## config.mk

```make
export PLATFORM = sky130hd
export DESIGN_NAME = quad_dec_flat
export DESIGN_NICKNAME = d
export VERILOG_FILES = /design/src/rtl/quad_dec_if.sv /design/src/rtl/quad_dec.sv /design/src/flat_wrapper.sv
export SDC_FILE = /design/constraint.sdc
export NUM_CORES = 1
export LEC_CHECK = 0
export ABC_AREA = 1
export ABC_CLOCK_PERIOD_IN_PS = 3100
export BUFFER_PORTS_ARGS = -buffer_cell sky130_fd_sc_hd__buf_2
export CORE_MARGIN = 5
export CORE_UTILIZATION = 55
export CTS_CLUSTER_SIZE = 25
export DETAILED_ROUTE_END_ITERATION = 10
export GPL_TIMING_DRIVEN = 0
export PLACE_DENSITY = 0.76
export REMOVE_ABC_BUFFERS = 1
export SETUP_SLACK_MARGIN = 0.15
export SLEW_MARGIN = 20
export SYNTH_ARGS = -nofsm -noshare
export SYNTH_HDL_FRONTEND = slang
export SYNTH_SLANG_ARGS = --single-unit
export TNS_END_PERCENT = 5
```

## constraint.sdc

```tcl
create_clock -name clk -period 3.1 [get_ports clk]
set_input_delay 0.31 -clock clk [delete_from_list [all_inputs] [get_ports clk]]
set_output_delay 0.31 -clock clk [all_outputs]
set_load 0.005 [all_outputs]
```

## src/rtl/quad_dec_if.sv

```systemverilog
// Quadrature decoder bus: encoder channels and controls toward the decoder,
// count, direction and status back toward the consumer.
interface quad_dec_if #(
  parameter int WIDTH = 10
);
  // No valid/ready handshake: enable and clear are levels sampled on every
  // rising edge, and step is a one-cycle strobe that the consumer must not stall.
  logic             enable;
  logic             clear;
  logic             a_in;
  logic             b_in;
  logic [WIDTH-1:0] position;
  logic             dir;
  logic             step;
  logic             err;
  logic             armed;
  logic [1:0]       dbg_state;

  modport master (
    output enable, clear, a_in, b_in,
    input  position, dir, step, err, armed, dbg_state
  );

  modport slave (
    input  enable, clear, a_in, b_in,
    output position, dir, step, err, armed, dbg_state
  );
endinterface

```

## src/rtl/quad_dec.sv

```systemverilog
// Quadrature decoder: 2-flop synchronizer, stability filter, Gray-step decode
// into a wrapping position counter with direction, step strobe and sticky error.
module quad_dec #(
  parameter int WIDTH     = 10,
  parameter int FILTER    = 2,
  parameter int RESET_POS = 0
) (
  input  logic      clk,
  input  logic      rst,
  quad_dec_if.slave bus
);

  typedef enum logic [1:0] {
    ST_FILL0 = 2'd0,
    ST_FILL1 = 2'd1,
    ST_ACQ   = 2'd2,
    ST_TRACK = 2'd3
  } state_t;

  localparam logic [WIDTH-1:0] RST_POS = WIDTH'(RESET_POS);
  localparam logic [WIDTH-1:0] ONE     = WIDTH'(1);
  localparam logic [3:0]       FILT_N  = 4'(FILTER);

  state_t           state_q, state_d;
  logic [1:0]       sync1_q, sync1_d;
  logic [1:0]       sync2_q, sync2_d;
  logic [1:0]       cand_q, cand_d;
  logic [3:0]       cnt_q, cnt_d;
  logic [1:0]       filt_q, filt_d;
  logic [1:0]       prev_q, prev_d;
  logic [WIDTH-1:0] position_q, position_d;
  logic             dir_q, dir_d;
  logic             step_q, step_d;
  logic             err_q, err_d;

  logic [3:0]       cnt_inc;
  logic [1:0]       g_prev;
  logic [1:0]       g_filt;
  logic [1:0]       g_delta;

  // Position of an {A,B} code along the forward cycle 00,01,11,10.
  function automatic logic [1:0] gray_idx(input logic [1:0] v);
    return {v[1], v[1] ^ v[0]};
  endfunction

  always_comb begin
    sync1_d    = {bus.a_in, bus.b_in};
    sync2_d    = sync1_q;
    state_d    = state_q;
    cand_d     = cand_q;
    cnt_d      = cnt_q;
    filt_d     = filt_q;
    prev_d     = prev_q;
    position_d = position_q;
    dir_d      = dir_q;
    step_d     = 1'b0;
    err_d      = err_q;
    cnt_inc    = cnt_q + 4'd1;
    g_prev     = gray_idx(prev_q);
    g_filt     = gray_idx(filt_q);
    g_delta    = g_filt - g_prev;

    // FILL states wait for sync2 to hold a real sample; ACQ filters without a
    // reference so the first stable value seeds both filt and prev.
    case (state_q)
      ST_FILL0: state_d = ST_FILL1;
      ST_FILL1: state_d = ST_ACQ;
      default: begin
        if (state_q == ST_TRACK && sync2_q == filt_q) begin
          cnt_d = 4'd0;
        end else begin
          if (sync2_q == cand_q && cnt_q != 4'd0) begin
            cnt_d = cnt_inc;
          end else begin
            cand_d = sync2_q;
            cnt_d  = 4'd1;
          end
          if (cnt_d >= FILT_N) begin
            cnt_d  = 4'd0;
            filt_d = sync2_q;
            if (state_q == ST_ACQ) begin
              prev_d  = sync2_q;
              state_d = ST_TRACK;
            end
          end
        end
      end
    endcase

    // prev follows filt even when disabled so re-enabling cannot replay a step.
    if (state_q == ST_TRACK) begin
      prev_d = filt_q;
      if (bus.enable) begin
        case (g_delta)
          2'd1: begin
            position_d = position_q + ONE;
            dir_d      = 1'b0;
            step_d     = 1'b1;
          end
          2'd3: begin
            position_d = position_q - ONE;
            dir_d      = 1'b1;
            step_d     = 1'b1;
          end
          2'd2:    err_d = 1'b1;
          default: ;
        endcase
      end
    end

    if (bus.clear) begin
      position_d = RST_POS;
      err_d      = 1'b0;
      step_d     = 1'b0;
    end
  end

  always_ff @(posedge clk or posedge rst) begin
    if (rst) begin
      state_q    <= ST_FILL0;
      sync1_q    <= 2'b00;
      sync2_q    <= 2'b00;
      cand_q     <= 2'b00;
      cnt_q      <= 4'd0;
      filt_q     <= 2'b00;
      prev_q     <= 2'b00;
      position_q <= RST_POS;
      dir_q      <= 1'b0;
      step_q     <= 1'b0;
      err_q      <= 1'b0;
    end else begin
      state_q    <= state_d;
      sync1_q    <= sync1_d;
      sync2_q    <= sync2_d;
      cand_q     <= cand_d;
      cnt_q      <= cnt_d;
      filt_q     <= filt_d;
      prev_q     <= prev_d;
      position_q <= position_d;
      dir_q      <= dir_d;
      step_q     <= step_d;
      err_q      <= err_d;
    end
  end

  assign bus.position  = position_q;
  assign bus.dir       = dir_q;
  assign bus.step      = step_q;
  assign bus.err       = err_q;
  assign bus.armed     = (state_q == ST_TRACK);
  assign bus.dbg_state = state_q;

endmodule

```

## src/flat_wrapper.sv

```systemverilog
// flat-port wrapper written by rule: the top's interface ports become plain ports
module quad_dec_flat 
#(
  parameter int WIDTH     = 10,
  parameter int FILTER    = 2,
  parameter int RESET_POS = 0
)
  (clk, rst, bus_enable, bus_clear, bus_a_in, bus_b_in, bus_position, bus_dir, bus_step, bus_err, bus_armed, bus_dbg_state);
  quad_dec_if #(.WIDTH(WIDTH)) bus_i ();
  input  logic clk;
  input  logic rst;
  input wire logic [$bits(bus_i.enable)-1:0] bus_enable;
  input wire logic [$bits(bus_i.clear)-1:0] bus_clear;
  input wire logic [$bits(bus_i.a_in)-1:0] bus_a_in;
  input wire logic [$bits(bus_i.b_in)-1:0] bus_b_in;
  output wire logic [$bits(bus_i.position)-1:0] bus_position;
  output wire logic [$bits(bus_i.dir)-1:0] bus_dir;
  output wire logic [$bits(bus_i.step)-1:0] bus_step;
  output wire logic [$bits(bus_i.err)-1:0] bus_err;
  output wire logic [$bits(bus_i.armed)-1:0] bus_armed;
  output wire logic [$bits(bus_i.dbg_state)-1:0] bus_dbg_state;
  assign bus_i.enable = bus_enable;
  assign bus_i.clear = bus_clear;
  assign bus_i.a_in = bus_a_in;
  assign bus_i.b_in = bus_b_in;
  assign bus_position = bus_i.position;
  assign bus_dir = bus_i.dir;
  assign bus_step = bus_i.step;
  assign bus_err = bus_i.err;
  assign bus_armed = bus_i.armed;
  assign bus_dbg_state = bus_i.dbg_state;
  quad_dec #(.WIDTH(WIDTH), .FILTER(FILTER), .RESET_POS(RESET_POS)) u_core (.clk(clk), .rst(rst), .bus(bus_i));
endmodule
```

* Word level (Yosys, flattened, before mapping)
Cells that the tools add are included.
Word-level totals: latch bits 0, logic and storage cells 81, input port bits 6, ROM bits 0, bits in writable memories 0, flip-flop bits (word level) 29, output and inout port bits 16, memories 0
Cells by class: muxes and demuxes 27, bitwise operators 5, divide/modulo/power cells 0, multiply operators 0, order comparisons 1, reduce and logical (&&, ||, !) cells 22, $add $sub $neg 4, eq/ne operators 11, shift operators 0
Operators by type and width (number):
- 10-bit 2-to-1 mux | 3
- 4-bit 2-to-1 mux | 5
- 10-bit one-hot mux with 2 select lines | 1
- 3-bit AND reduction | 6
- 2-bit 2-to-1 mux | 8
- 2-bit nonzero test | 6
- 10-bit by 1-bit adder with 10-bit output (second input constant) | 1
- 10-bit by 1-bit subtractor with 10-bit output (second input constant) | 1
- 3-bit nonzero test | 3
- 2-bit equality test (second input constant) | 4
- 1-bit 2-to-1 mux | 8
- 4-bit by 1-bit adder with 4-bit output (second input constant) | 1
- 2-bit by 1-bit equality test with 1-bit output (second input constant) | 2
- 2-bit equality test | 2
- 4-bit by 2-bit greater-or-equal comparator with 1-bit output (second input constant) | 1
- 2-bit one-hot mux with 2 select lines | 1
- 4-bit AND reduction | 1
- 4-bit nonzero test | 1
- 2-bit OR reduction | 2
- 3-bit inequality test (second input constant) | 1
- 1-bit NOT | 3
- 1-bit logical AND | 2
- 2-bit logical NOT | 1
- 2-bit by 1-bit inequality test with 1-bit output (second input constant) | 1
- other kinds (4) | 5

* Depth between registers and ports, before layout
depth after elaboration 10, depth in mapped cells 18, mapped depth without buffers 18

* Worst setup path after synthesis
Ideal clock, no wire load.
path type register to register, start reg u_core.filt_q[1], end reg u_core.position_q[8] (netlist: u_core.bus.position[8]), setup time 0.117 ns, arrival time 2.103 ns, required time 2.983 ns, cell stages (with the launch flop) 18, buffers on the path 0, path slack 0.880 ns, clock period less this slack 2.220 ns, path through dfrtp_1 xnor2_1 ha_1 inv_1 nand3_4 nand2_1 nand2_1 inv_1 ha_1 inv_1 nand2_1 nand2_4 o21ai_2 nand2_1 nand2_1 nand2_1 nand3_1 nand2_1
Between the ends: cells in the longest elaborated chain, start to end 7, elaborated cells on any way between the ends 10, classes of those cells add/sub: 1; eq/ne: 2; mux: 4; bitwise: 1; reduce/logical: 2
Ends and longest elaborated chain:
- start, declared | RTL line quad_dec.sv:29 | logic [1:0] filt_q, filt_d;
- start signal, assigned | RTL line quad_dec.sv:137 | filt_q <= filt_d;
- 1-bit bitwise XOR | RTL line quad_dec.sv:43 | return {v[1], v[1] ^ v[0]};
- 2-bit subtractor * | RTL line quad_dec.sv:61 | g_delta = g_filt - g_prev;
- 2-bit equality test or 2-bit by 1-bit equality test with 1-bit output (tied branches) | RTL line quad_dec.sv:94 | case (g_delta)
- 10-bit one-hot mux with 2 select lines | RTL line quad_dec.sv:94
- 10-bit 2-to-1 mux | RTL line quad_dec.sv:93 | if (bus.enable) begin
- 10-bit 2-to-1 mux | RTL line quad_dec.sv:91 | if (state_q == ST_TRACK) begin
- 10-bit 2-to-1 mux | RTL line quad_dec.sv:111 | if (bus.clear) begin
- end signal, assigned | RTL line quad_dec.sv:139 | position_q <= position_d;
- end, declared | RTL line quad_dec.sv:31 | logic [WIDTH-1:0] position_q, position_d;
Every way passes the cells marked *; elsewhere a longest branch is shown, timed or not. The select of a mux whose other input is x is not followed. A chain may end at the register's enable or synchronous reset.

* Worst setup path after layout
Same ends and word-level chain as after synthesis.

==> results.md <==
* Die W at between 60 and 70 um
* Initial Utilization at 57.3%
* Worst-Margin Slew at 0.621 ns
* CTS tree: built
* Core Util, Final at between 60% and 70%
* Setup Total Neg Slack at 0 ns
* Register-to-Register Path Depth at 17
* Post-Synth Simple-Gate Area at ~31%
* Max FO, Critical Path at 9
* CTS Sinks at 29
* # port buffers at 21
* Rows at 20
* Setup crit start kind: flip-flop
* Synth unique cells at 30
* Tmin final at 2.54 ns
* Routability cong. at a little under 0.9
* Sequential element share of the synthesized area at about 42%
* Worst-path clk slew at 0.10 ns
* Post-Syn Area at 1750 um^2
* NumNets Final at between 200 and 300
* Num CTS Buffers at 5
* Max-slew headroom at 58.0%
* Initial antenna violation count at 0
* FF-to-FF setup slack at about 0.56 ns
* Clk buf depth at 2
* Avg Synthesized Cell Area at 7.84 um^2
* Fin. max-slew vios at 0
* Synth Area in Compound Gates at 12.0%
* Max cap viols at 0
* Post-DP HPWL at 2.70 mm
* Largest family of logic cells by synthesized area: simple AND/OR/NAND/NOR gates
* Worst Skew at between 0.007 and 0.008 ns
* Number of global-route vias before repair at 1418
* Share of post-route cells with drive strength above 1 at 19.1%
* Die Span Y at 66.4 um
* I/O Pins at 22
* Number of flops mapped to enable cells by yosys at 0
* Critical Path End Type: flip-flop
* Hold_ws at between 0.03 and 0.04 ns
* Worst R2R End: u_core.bus.position[8]$_DFFE_PP0P_
* First-pass GRT wire length at 6.31 mm
* Post-Route WL at 3.64 mm
* Root Driver: clkbuf_4
* Overall Power at approximately 2.4 mW
* Post-synth top flop: dfrtp_1
* Adder-Cell Fraction of Synth Area at 4.29%
* Multiplexer share of the synthesized area at 0%
* Synthesis Warnings at 0
* Power share of the combinational group at roughly two thirds
* Status: complete, no violations
* Final hold vios at 0
* RSZ-0062 raised after global routing: no
* Crit Path Category: flip-flop to flip-flop
* Largest net degree at the start of global routing at 30
* Yosys reg bits at 29
* Post CTS Setup Buffer Count at 0
* Die ar. at between 4000 and 5000 um^2
* Switching part of the total at 53.7%
* Leakage power at 1.01 nW
* Fmax at 394 MHz
* Async SR Flop Fraction at 100%
* Psw at 1.27 mW
* Highest ir drop seen on vdd at 0.000625 V
* Drt via density at 5.08
* PD cells at 1200 nW/um^2
* Flop pwr share at a little under a quarter
* DRC errors left at 0
* Ant. Diodes at 0
* P_int at 1.09 mW
* Worst-skew pair later-pin latency at 0.33 ns
* First-pass iteration count of the detailed router at 5
* Initial DRC Count at 77
* Synthesized instance count at 223
* H-Tree Depth at 2
* Total track usage at a little under a fifth
* Critical path arrival at 2.76 ns
* Final setup violation count at 0
* Hold buffers post-CTS at 0
* Fin crit share at a little over 80%
* Hold Crit Class: primary input to async pin
* CTS resizes at 0
* Area grow syn2layout at 11.8%
* Core Area at 3050 um^2
* Synth Area in XOR/XNOR at between 3 and 4%
* Clock power frac at 9.4%
* Final ANT Viol Nets at 0
* Gr ovfl total at 0
* Via Count at 1499
* Worst r2r src: u_core.filt_q[1]$_DFFE_PP0P_
* CP required at 3.32 ns
* WL/cell at 12.3 um
## metrics by stage
step                      std cells  worst slack, ns  instance area, um^2
after floorplan                 222            0.880                 1740
after global placement          287            0.608                 1900
after detailed placement        287            0.587                 1900
after CTS                       295            0.560                 1950
after global routing            295            0.275                 1950
final                           295            0.562                 1950
## placed cells by master, fill, tap and decap left out, drive strengths merged
| master | instances |
|---|---|
| a21oi | 5 |
| a31oi | 2 |
| buf | 21 |
| clkbuf | 6 |
| clkinv | 2 |
| dfrtp | 29 |
| ha | 6 |
| inv | 32 |
| nand2 | 71 |
| nand3 | 16 |
| nand3b | 1 |
| nand4 | 4 |
| nor2 | 19 |
| nor3 | 2 |
| o211ai | 2 |
| o21ai | 17 |
| o21ba | 1 |
| o22ai | 3 |
| o32ai | 1 |
| o41ai | 3 |
| or2 | 1 |
| xnor2 | 2 |
| xor2 | 5 |
## cells in the mapped netlist, drive strengths merged, types with 2 or more instances
cell type	count	share of area (%)
a21oi	5	1.4
a31oi	2	0.72
dfrtp	29	42
ha	6	4.3
inv	32	7.2
nand2	71	18
nand3	16	6.3
nand4	4	1.4
nor2	19	4.4
nor3	2	0.57
o211ai	2	0.86
o21ai	17	5.3
o22ai	3	1.1
o41ai	3	1.5
xnor2	2	1.0
xor2	5	2.5
## final cells by class
| class | count | area [um^2] |
|---|---|---|
| Tap cell | 44 | 55.1 |
| Sequential cell | 29 | 726 |
| Inverter | 32 | 125 |
| Multi-Input combinational cell | 161 | 892 |
| Fill cell | 277 | 1100 |
| Clock inverter | 2 | 10.0 |
| Timing Repair Buffer | 21 | 105 |
| Clock buffer | 6 | 41.3 |
## layer usage
layer  vias to the layer above  routed length (um)  GRT usage, %
met5                         -                   0             0
met4                         0                  51          9.39
met3                         5                 249          4.08
met2                        51                1610          27.1
met1                       661                1720          26.2
li1                        782                   -             -
## state kept, by name, summed over array words and instances, names as in the netlist, 2 cells and up
| name | cells |
|---|---|
| u_core.bus.position | 10 |
| u_core.cnt_q | 4 |
| u_core.bus.dbg_state | 2 |
| u_core.cand_q | 2 |
| u_core.filt_q | 2 |
| u_core.prev_q | 2 |
| u_core.sync1_q | 2 |
| u_core.sync2_q | 2 |
## worst max-delay path by stage
stage / startpoint / endpoint / slack, ns / cells past startpoint
global placement: u_core.filt_q[1]$_DFFE_PP0P_ / u_core.bus.position[8]$_DFFE_PP0P_ / 0.61 / 17
CTS: u_core.filt_q[1]$_DFFE_PP0P_ / u_core.bus.position[8]$_DFFE_PP0P_ / 0.56 / 17
detailed placement: u_core.filt_q[1]$_DFFE_PP0P_ / u_core.bus.position[8]$_DFFE_PP0P_ / 0.59 / 17
floorplan: u_core.filt_q[1]$_DFFE_PP0P_ / u_core.bus.position[8]$_DFFE_PP0P_ / 0.88 / 17
global route: u_core.filt_q[1]$_DFFE_PP0P_ / u_core.bus.position[8]$_DFFE_PP0P_ / 0.27 / 17
finish: u_core.filt_q[1]$_DFFE_PP0P_ / u_core.bus.position[8]$_DFFE_PP0P_ / 0.56 / 17
## power by group through the flow
stage	registers [mW]	logic [mW]	clock network, mW
3_3_place_gp	0.562	1.54	0
6_report	0.558	1.58	0.222
3_5_place_dp	0.563	1.57	0
2_1_floorplan	0.550	1.27	0
5_1_grt	0.572	1.80	0.246
4_1_cts	0.557	1.58	0.226
## worst max-delay path, stage by stage, from the launching register on
cell and delay (ns):
dfrtp_1 0.45, xnor2_1 0.16, ha_1 0.31, inv_1 0.20, nand3_4 0.20, nand2_1 0.10
nand2_1 0.05, inv_1 0.08, ha_1 0.14, inv_1 0.04, nand2_1 0.14, nand2_4 0.07
o21ai_2 0.17, nand2_1 0.10, nand2_1 0.07, nand2_1 0.05, nand3_1 0.06, nand2_1 0.05
## logic make-up after synthesis
logic type	Yosys count
simple gates	114
compound gates	34
buf+inv	33
flops	29
xor+xnor	7
fa+ha+maj	6
Note: power is estimated with default switching activity, not from simulation.
